[src/rtl/apb_master_pkg.sv]
// Shared types for apb_master: transfer FSM states and output reset values.
// Data/address buses reset to all-zeros at their point of use.
package apb_master_pkg;

  typedef enum logic [1:0] {
    IDLE   = 2'd0,
    SETUP  = 2'd1,
    ACCESS = 2'd2,
    RESP   = 2'd3
  } state_t;

  localparam logic RST_REQ_READY  = 1'b1;
  localparam logic RST_RSP_VALID  = 1'b0;
  localparam logic RST_RSP_ERR    = 1'b0;
  localparam logic RST_APB_SEL    = 1'b0;
  localparam logic RST_APB_ENABLE = 1'b0;
  localparam logic RST_APB_WR     = 1'b0;

endpackage

[src/rtl/apb_watchdog.sv]
// Access-phase watchdog, present only with APB_MASTER_TIMEOUT_EN; expire is combinational and
// fires on the TIMEOUT_CYCLES-th consecutive not-ready access cycle.
`ifdef APB_MASTER_TIMEOUT_EN
module apb_watchdog #(
  parameter int TIMEOUT_CYCLES = 16
) (
  input  logic clk,
  input  logic reset,
  input  logic clear,
  input  logic inc,
  output logic expire
);

  localparam int CW = $clog2(TIMEOUT_CYCLES + 1);
  localparam logic [CW-1:0] LAST = CW'(TIMEOUT_CYCLES - 1);

  logic [CW-1:0] count;

  always_ff @(posedge clk) begin
    if (reset || clear) begin
      count <= '0;
    end else if (inc) begin
      count <= count + CW'(1);
    end
  end

  // The edge that would bring the count to TIMEOUT_CYCLES is the expiry edge.
  assign expire = inc && (count == LAST);

endmodule
`endif

[src/rtl/apb_master.sv]
// APB-style requester: one command in flight, setup+access per transfer, registered outputs.
// Optional access timeout under APB_MASTER_TIMEOUT_EN; otherwise ACCESS waits for apb_ready forever.
module apb_master
  import apb_master_pkg::*;
#(
  parameter int DATA_WIDTH     = 8,
  parameter int DEPTH          = 32,
  parameter int ADDR_WIDTH     = $clog2(DEPTH),
  parameter int TIMEOUT_CYCLES = 16
) (
  input  logic                  clk,
  input  logic                  reset,
  input  logic                  req_valid,
  output logic                  req_ready,
  input  logic                  req_wr,
  input  logic [ADDR_WIDTH-1:0] req_addr,
  input  logic [DATA_WIDTH-1:0] req_wdata,
  output logic                  rsp_valid,
  input  logic                  rsp_ready,
  output logic [DATA_WIDTH-1:0] rsp_rdata,
  output logic                  rsp_err,
  output logic                  apb_sel,
  output logic                  apb_enable,
  output logic                  apb_wr,
  output logic [ADDR_WIDTH-1:0] apb_addr,
  output logic [DATA_WIDTH-1:0] apb_wdata,
  input  logic                  apb_ready,
  input  logic [DATA_WIDTH-1:0] apb_rdata
);

  state_t state, state_nxt;
  logic   accept;
  logic   done;
  logic   timeout;

  assign accept = (state == IDLE) && req_valid;
  assign done   = (state == ACCESS) && apb_ready;

`ifdef APB_MASTER_TIMEOUT_EN
  apb_watchdog #(
    .TIMEOUT_CYCLES(TIMEOUT_CYCLES)
  ) u_watchdog (
    .clk    (clk),
    .reset  (reset),
    .clear  (state == SETUP),
    .inc    ((state == ACCESS) && !apb_ready),
    .expire (timeout)
  );
`else
  logic unused_cfg;
  assign unused_cfg = (TIMEOUT_CYCLES != 0);
  assign timeout    = 1'b0;
`endif

  always_ff @(posedge clk) begin
    if (reset) begin
      state <= IDLE;
    end else begin
      state <= state_nxt;
    end
  end

  always_comb begin
    state_nxt = state;
    case (state)
      IDLE:    if (req_valid) state_nxt = SETUP;
      SETUP:   state_nxt = ACCESS;
      ACCESS:  if (apb_ready || timeout) state_nxt = RESP;
      RESP:    if (rsp_ready) state_nxt = IDLE;
      default: state_nxt = IDLE;
    endcase
  end

  // Outputs are decoded from the next state so every port comes straight from a flop.
  always_ff @(posedge clk) begin
    if (reset) begin
      req_ready  <= RST_REQ_READY;
      rsp_valid  <= RST_RSP_VALID;
      apb_sel    <= RST_APB_SEL;
      apb_enable <= RST_APB_ENABLE;
      apb_wr     <= RST_APB_WR;
      apb_addr   <= '0;
      apb_wdata  <= '0;
      rsp_rdata  <= '0;
    end else begin
      req_ready  <= (state_nxt == IDLE);
      rsp_valid  <= (state_nxt == RESP);
      apb_sel    <= (state_nxt == SETUP) || (state_nxt == ACCESS);
      apb_enable <= (state_nxt == ACCESS);
      if (accept) begin
        apb_wr    <= req_wr;
        apb_addr  <= req_addr;
        apb_wdata <= req_wdata;
      end
      if (done) begin
        rsp_rdata <= apb_wr ? '0 : apb_rdata;
      end else if (timeout) begin
        rsp_rdata <= '0;
      end
    end
  end

`ifdef APB_MASTER_TIMEOUT_EN
  always_ff @(posedge clk) begin
    if (reset) begin
      rsp_err <= RST_RSP_ERR;
    end else if (done) begin
      rsp_err <= 1'b0;
    end else if (timeout) begin
      rsp_err <= 1'b1;
    end
  end
`else
  assign rsp_err = 1'b0;
`endif

  assert property (@(posedge clk) disable iff (reset) !(rsp_valid && req_ready));
  assert property (@(posedge clk) disable iff (reset) apb_enable |-> apb_sel);

endmodule
[config.mk]
export PLATFORM = sky130hd
export DESIGN_NAME = apb_master
export DESIGN_NICKNAME = d
export VERILOG_FILES = /design/src/rtl/apb_master_pkg.sv /design/src/rtl/apb_watchdog.sv /design/src/rtl/apb_master.sv
export SDC_FILE = /design/constraint.sdc
export NUM_CORES = 1
export LEC_CHECK = 0
export ABC_AREA = 0
export BUFFER_PORTS_ARGS = -buffer_cell sky130_fd_sc_hd__buf_4
export CORE_MARGIN = 2
export CORE_UTILIZATION = 47
export DETAILED_ROUTE_END_ITERATION = 6
export PLACE_DENSITY = 0.82
export SYNTH_ARGS = -nofsm -noshare
export SYNTH_HDL_FRONTEND = slang
export SYNTH_SLANG_ARGS = --single-unit
[constraint.sdc]
create_clock -name clk -period 3.95 [get_ports clk]
set_clock_uncertainty 0.1 [all_clocks]
set_input_delay 0.395 -clock clk [delete_from_list [all_inputs] [get_ports clk]]
set_output_delay 0.395 -clock clk [all_outputs]
set_load 0.1 [all_outputs]
### Word level (Yosys, flattened, before mapping)

Index checks and enable logic that the tools add are counted.

| operators by class | value |
|---|---|
| reduce and logical (&&, ||, !) cells | 5 |
| mux-type cells | 5 |
| eq/ne operators | 6 |

Operators by type and width:

| kind | count |
|---|---|
| == test 2 bit, second input constant | 4 |
| two-way mux 8 bit | 1 |
| case mux 2 bit (4 select lines) | 1 |
| two-way mux 2 bit | 3 |
| == test 2 x 1 -> 1 bit, second input constant | 2 |
| zero test 2 bit | 2 |
| logical AND 1 bit | 2 |
| logical OR 1 bit | 1 |

| word-level totals | value |
|---|---|
| output and inout bits | 27 |
| logic and storage cells | 25 |
| register bits after elaboration | 28 |
| input port bits | 27 |

### Depth between registers and ports, before layout

Gate-level depths: netlist of the first run.

| depth | value |
|---|---|
| depth after elaboration | 4 |
| gate-level depth with buffers | 6 |
| gate-level depth less buffers | 5 |

### Worst setup path before layout of the first run

Ideal clock, no wire load.

| timing path | value |
|---|---|
| path kind | flip-flop to output port |
| from | register apb_wr |
| to | output apb_wr |
| path slack | 2.443 ns |
| arrival | 1.012 ns |
| stages on the path, launching flop included | 1 |
| cell sequence | dfxtp_1 |

RTL lines:

| what | line | RTL |
|---|---|---|
| start: declaration | apb_master.sv:24 | `output logic apb_wr,` |
| start signal: assignment | apb_master.sv:91 | `apb_wr <= req_wr;` |

No word-level cell between the ends.

### Worst setup path in the final report of the first run

| timing path | value |
|---|---|
| from | register apb_wr |
| to | output apb_wr |

No word-level cell between the ends.

==> impl_metrics.toml, run 1 <==
[outcome]
status = "completed"

[routing]
wl_met3_um = 137
ant_nets = 0
viasPerCell = 4.80
route.met2.wl_um = 1180
finalWirelength_um = 2270
vias = 956
post_drt_wl_per_cell_um = 11.4
firstDrtPassIters = 4
highest_layer = "met3"
drtIter0Drc = 10
route.detailed.drc = 0
m1WireLength_um = 954

[yosys]
synth_compound_area_share_pct = 11.3
avgSynthCellArea_um2 = 8.78
synthXorXnorAreaFrac_pct = 0
synth_top_family_by_area = "simple AND/OR/NAND/NOR gates"
ys_seq_elements = 28
seq_area_frac_synth_pct = 51.5
synth_cell_type_count = 23
async_reset_ff_share_pct = 0
yosys_warnings = 0
synth_edf_count = 0
synth_ff_type = "dfxtp_1"
syn_inst = 124
synth_fp_nets = 154
synthSimpleGateAreaFrac_pct = 26.7
synthMuxAreaShare_pct = 0.920
synth_fa_ha_area_share_pct = 3.45
syn_area_um2 = 1090

[placement]
portBuffers = 52
dp.final_hpwl_um = 1710
gp_congestion = 0.740

[clock_network]
clock_latency_ps = 320
clk_pin_slew_ps = 140
cts_buffers = 3
cts_root_buffer = "clkbuf_4"
cts_hold_buf = 0
cts_tree = "done"
cts_setup_buffers = 0
htree_levels = 1
cts.path.max_buffers = 2
cts_resized = 0
clock_sink_count = 28

[floorplanning]
pin_count = 54
die-width_um = 52.1
die_area_um2 = 2720
coreArea_um2 = 2190
floorplan.initialDensity_pct = 49.7
die_h_um = 52.1
num_rows = 17

[sta]
fmax_mhz = 610
post-route-min-period_ps = 1640
worst_pin_slew_ps = 530
finalCritPeriodShare_pct = 41.5
hold_viol = 0
rsz0062_at_grt = "false"
setup_viol = 0
drv_slew = 0
slew_headroom_pct = 64.7
fin_tns_setup_ps = 0

[flow_run]
maxCapViolations = 0

[finish]
antenna_cells = 0
layout-drive-gt1-share_pct = 35.7
final_cell_mix = "52 x buf_4, 34 x nand2_1, 28 x dfxtp_1"
area_delta_synth_final_pct = 38.7
num-nets-final = 202
final_util_pct = 68.9
final_common_cell = "buf_4"

[critical_path]
path_buf_inv = 1
critPathLaunch = "apb_wr"
cp_slowest_cell = "dfxtp_1"
crit_chain = "buf_4"
startpoint_type = "flop"
cp_num_cells = 1
worstSetupEndpoint = "apb_wr"
crit_arrival_ps = 1140
critPathMaxStageDelay_ps = 490
rr_worst_depth = 5
reg2reg_from = "state[1]"
path_class = "flop to output pin"
worstReg2RegEnd = "apb_sel"
worst-path-max-fanout = 10
cp-end-kind = "output pin"
critical_path.top_delay_family = "flip-flops"
r2r_setup_slack_ps = 2360
cp.required_ps = 3450

[global_route]
grt_first_pass_wirelength_um = 3590
grt_overflow = 0
grt_max_degree = 29
grt_usage_pct = 17.4
antenna_found_initial = 0
grt_pass1_vias = 868

[worst_hold_path]
min_path_type = "primary input to flop"

[power_and_ir_drop]
ir_drop_mv = 0.311
leakage_uw = 0.000674
p_per_area_nw_per_um2 = 473
[stage by stage]
stage / hold WS (ps) / setup slack [ps] / instance area (um^2) / power, uW / std cells
finish: 205 / 2310 / 1510 / 715 / 199
global route: 195 / 2220 / 1510 / 747 / 199
CTS: 189 / 2290 / 1510 / 724 / 199
detailed placement: 348 / 2360 / 1460 / 542 / 195
global placement: 343 / 2440 / 1460 / 538 / 195
floorplan: 431 / 2440 / 1090 / 492 / 124
[worst min path at each step]
stage | cells after the start | end | from | slack (ps)
2_1_floorplan | 2 | apb_wdata[0] | req_wdata[0] | 430
3_3_place_gp | 2 | rsp_rdata[4] | rsp_rdata[4] | 340
3_5_place_dp | 2 | apb_addr[2] | apb_addr[2] | 350
4_1_cts | 3 | apb_wdata[4] | req_wdata[4] | 190
5_1_grt | 3 | apb_wdata[0] | req_wdata[0] | 200
6_report | 3 | apb_wdata[5] | req_wdata[5] | 210
[cell type report]
cell class / count / area, um^2
inverters: 2 / 7.51
flip-flops and latches: 28 / 561
clock inverters: 1 / 30.0
fillers: 182 / 681
well taps: 28 / 35.0
multi-input cells: 85 / 464
repair buffers: 52 / 390
clock buffers: 3 / 22.5
[power by group]
part	internal (uW)	leakage (uW)	switching (uW)
combinational	56.6	0.000417	164
sequential	301	0.000229	13.0
clock	103	0.0000279	77.3
total	460	0.000674	254
[Yosys cell counts (2+ instances only)]
cell       n  area, um^2
nor2_1     2        7.51
nand3b_1  10        75.1
nand2_2    2        12.5
buf_2      3        15.0
nand2_1   34         128
dfxtp_1   28         561
inv_1      2        7.51
buf_6      2        22.5
a21oi_1   22         110
ha_1       3        37.5
nor2b_1    3        18.8
clkbuf_1   2        7.51
[cells by family after synthesis]
group | count (synthesis)
AND/OR/NAND/NOR | 56
multiplexers | 1
other | 1
buffers and inverters | 11
adder cells (fa/ha/maj) | 3
AO/OA/AOI/OAI | 24
flip-flops | 28
[state kept, by name (all words and copies together) (netlist names)]
register and flops:
rsp_valid 1, state 2, apb_sel 1, rsp_rdata 8
req_ready 1, apb_enable 1, apb_wr 1, apb_wdata 8
apb_addr 5
[layer usage]
metal  GRT usage (%)  up-vias
li1                -      494
met1            22.0      435
met2            30.2       27
met3            2.87        0
met4            5.26        0
met5               0        -
Power figures use the tool's default switching activity.
==> inputs of run 2 (changes only) <==
--- a/config.mk
+++ b/config.mk
@@ -5,12 +5,12 @@
 export SDC_FILE = /design/constraint.sdc
 export NUM_CORES = 1
 export LEC_CHECK = 0
-export ABC_AREA = 0
+export ABC_AREA = 1
 export BUFFER_PORTS_ARGS = -buffer_cell sky130_fd_sc_hd__buf_4
 export CORE_MARGIN = 2
-export CORE_UTILIZATION = 47
+export CORE_UTILIZATION = 46
 export DETAILED_ROUTE_END_ITERATION = 6
-export PLACE_DENSITY = 0.82
+export PLACE_DENSITY = 0.78
 export SYNTH_ARGS = -nofsm -noshare
 export SYNTH_HDL_FRONTEND = slang
 export SYNTH_SLANG_ARGS = --single-unit
==> constraint.sdc (replaced) <==
create_clock -name clk -period 1.6 [get_ports clk]
set_clock_uncertainty 0.1 [all_clocks]
set_input_delay 0.16 -clock clk [delete_from_list [all_inputs] [get_ports clk]]
set_output_delay 0.16 -clock clk [all_outputs]
set_load 0.1 [all_outputs]
==> run 2 against run 1 <==
  * Worst hold slack worse by 160 ps
  * Sequential share of layout area down 4.4 points
  * Via count up 25%
  * Critical endpoint is now req_ready
==> impl_metrics.toml, run 2 <==
[global_route]
grt_max_degree = 17
grt_overflow = 0
antenna_found_initial = 0
grt_pass1_vias = 1073
top_usage_layer = "met2"
grt_first_pass_wirelength_um = 4550
grt_usage_pct = 17.9
use_met1_pct = 20.8
grt_use_met2_pct = 31.8
grt_use_met3_pct = 6.05

[clock_network]
cts.path.max_buffers = 2
cts_setup_buffers = 0
cts_root_buffer = "clkbuf_4"
htree_levels = 1
clock_latency_ps = 330
cts_tree = "done"
clk_pin_slew_ps = 150
clock_sink_count = 28
cts_buffers = 3

[critical_path]
worst-path-max-fanout = 5
crit_arrival_ps = 1570
path_common_cell = "nand3_2"
critPathMaxStageDelay_ps = 480
reg2reg_from = "state[1]"
r2r_setup_slack_ps = 160
startpoint_type = "flop"
cp-end-kind = "flop"
rr_worst_depth = 5
critical_path.top_delay_family = "simple AND/OR/NAND/NOR gates"
cp_slowest_cell = "dfxtp_1"
critPathLaunch = "state[1]"
worstReg2RegEnd = "req_ready"
cp_num_cells = 5
cp.required_ps = 1730
path_buf_inv = 1
crit_chain = "nand3_2, nand3_2, inv_1, ha_1, or2_2"
path_class = "flop to flop"

[routing]
finalWirelength_um = 2580
route.detailed.drc = 0
ant_nets = 0
drtIter0Drc = 37
vias = 1191
post_drt_wl_per_cell_um = 9.68
firstDrtPassIters = 4
viasPerCell = 4.48

[floorplanning]
die_area_um2 = 3130
die_h_um = 55.9
die-width_um = 55.9
floorplan.initialDensity_pct = 49.2
coreArea_um2 = 2520
num_rows = 18
pin_count = 54

[yosys]
synth_edf_count = 0
synth_fa_ha_area_share_pct = 3.03
synth_ff_type = "dfxtp_1"
synthSimpleGateAreaFrac_pct = 37.1
syn_inst = 183
yosys_warnings = 0
synth_top_area_share_pct = 45.2
ys_seq_elements = 28
synth_compound_area_share_pct = 0.807
synth_fp_nets = 213
yosys.area.top_type = "dfxtp_1"
avgSynthCellArea_um2 = 6.78
synth_common_cells = "40 x nand2_1, 40 x nor2_1, 33 x inv_1"
synthXorXnorAreaFrac_pct = 0
synth_cell_type_count = 20
async_reset_ff_share_pct = 0
synthMuxAreaShare_pct = 0
syn_area_um2 = 1240
synth_top_family_by_area = "simple AND/OR/NAND/NOR gates"
seq_area_frac_synth_pct = 45.2
synthTopCellsByArea = "dfxtp_1 45%, nand2_1 12%, nor2_1 12%"

[worst_hold_path]
holdPathStages = 5
min-delay-start = "req_addr[4]"
min_to = "apb_addr[4]"
min_path_type = "primary input to flop"

[finish]
final_cell_mix = "54 x buf_4, 40 x nand2_1, 40 x nor2_1"
final_common_cell = "buf_4"
fillers = 236
postLayoutCellArea_um2 = 1720
antenna_cells = 0
reg_top3 = "apb_wdata: 8 flops, rsp_rdata: 8 flops, apb_addr: 5 flops"
layout-drive-gt1-share_pct = 28.0
seq_area_um2 = 562
num-nets-final = 267
multi_input_area_um2 = 512
area_delta_synth_final_pct = 38.4

[placement]
gp_congestion = 0.733
pre_cts_slack_ps = 108
dp.final_hpwl_um = 1840
placed_area_um2 = 1640
portBuffers = 52

[sta]
hold_ws_ps = 45.2
fmax_mhz = 694
hold_viol = 0
setup_viol = 0
rsz0062_at_grt = "false"
worst_pin_slew_ps = 499
fin_tns_setup_ps = 0
slew_headroom_pct = 66.7
post-route-min-period_ps = 1440
fin_ws_ps = 160
finalCritPeriodShare_pct = 90.0
drv_slew = 0

[power_and_ir_drop]
ir_drop_mv = 0.850
leakage_uw = 0.000964
p_per_area_nw_per_um2 = 1210

[flow_run]
maxCapViolations = 0

[outcome]
status = "completed"
-- run 2: stage by stage --
stage	instances	utilization (%)	power [uW]
final	266	68.1	2080
after global routing	266	68.1	2180
after CTS	266	68.1	2100
after detailed placement	260	65.2	1640
after global placement	260	65.2	1630
after floorplan	183	-	1450
-- run 2: final cells by class --
class                      instances  area share, %
clock buffer                       3           1.31
multi-input combinational        114           29.8
timing repair buffer              56           24.8
clock inverter                     1           1.75
inverter                          34           7.43
sequential                        28           32.7
tap                               30           2.19
-- run 2: what timing repair did --
item / CTS / global route
hold buffers: 2 / 0
endpoints found under the hold margin: 12 / 0
setup endpoints to repair: 0 / 1
resized for setup: 0 / 1
-- run 2: cell families after synthesis --
family | Yosys count
simple gates | 108
buf+inv | 41
flops | 28
fa+ha+maj | 3
compound gates | 2
other cells | 1
-- run 2: metal layers --
metal  part of all wire, %  wire length [um]
met4                  0.82                21
met2                    48              1230
met1                    43              1100
met3                   8.7               225
met5                     0                 0
-- run 2: report_power, final --
part / internal, uW / leakage, uW / switching, uW
Sequential: 763 / 0.000231 / 37.9
Clock: 254 / 0.0000279 / 206
Combinational: 197 / 0.000705 / 623
-- run 2: how the worst max path moves through the flow --
| stage | to |
|---|---|
| 3_3_place_gp | apb_sel |
| 5_1_grt | apb_sel |
| 3_5_place_dp | apb_sel |
| 4_1_cts | apb_sel |
| 6_report | req_ready |
| 2_1_floorplan | req_ready |
-- run 2: tightest hold or removal path, delay by kind of cell --
family | cells | cell delay [ps]
AND/OR/NAND/NOR | 3 | 190
buffers and inverters | 2 | 100
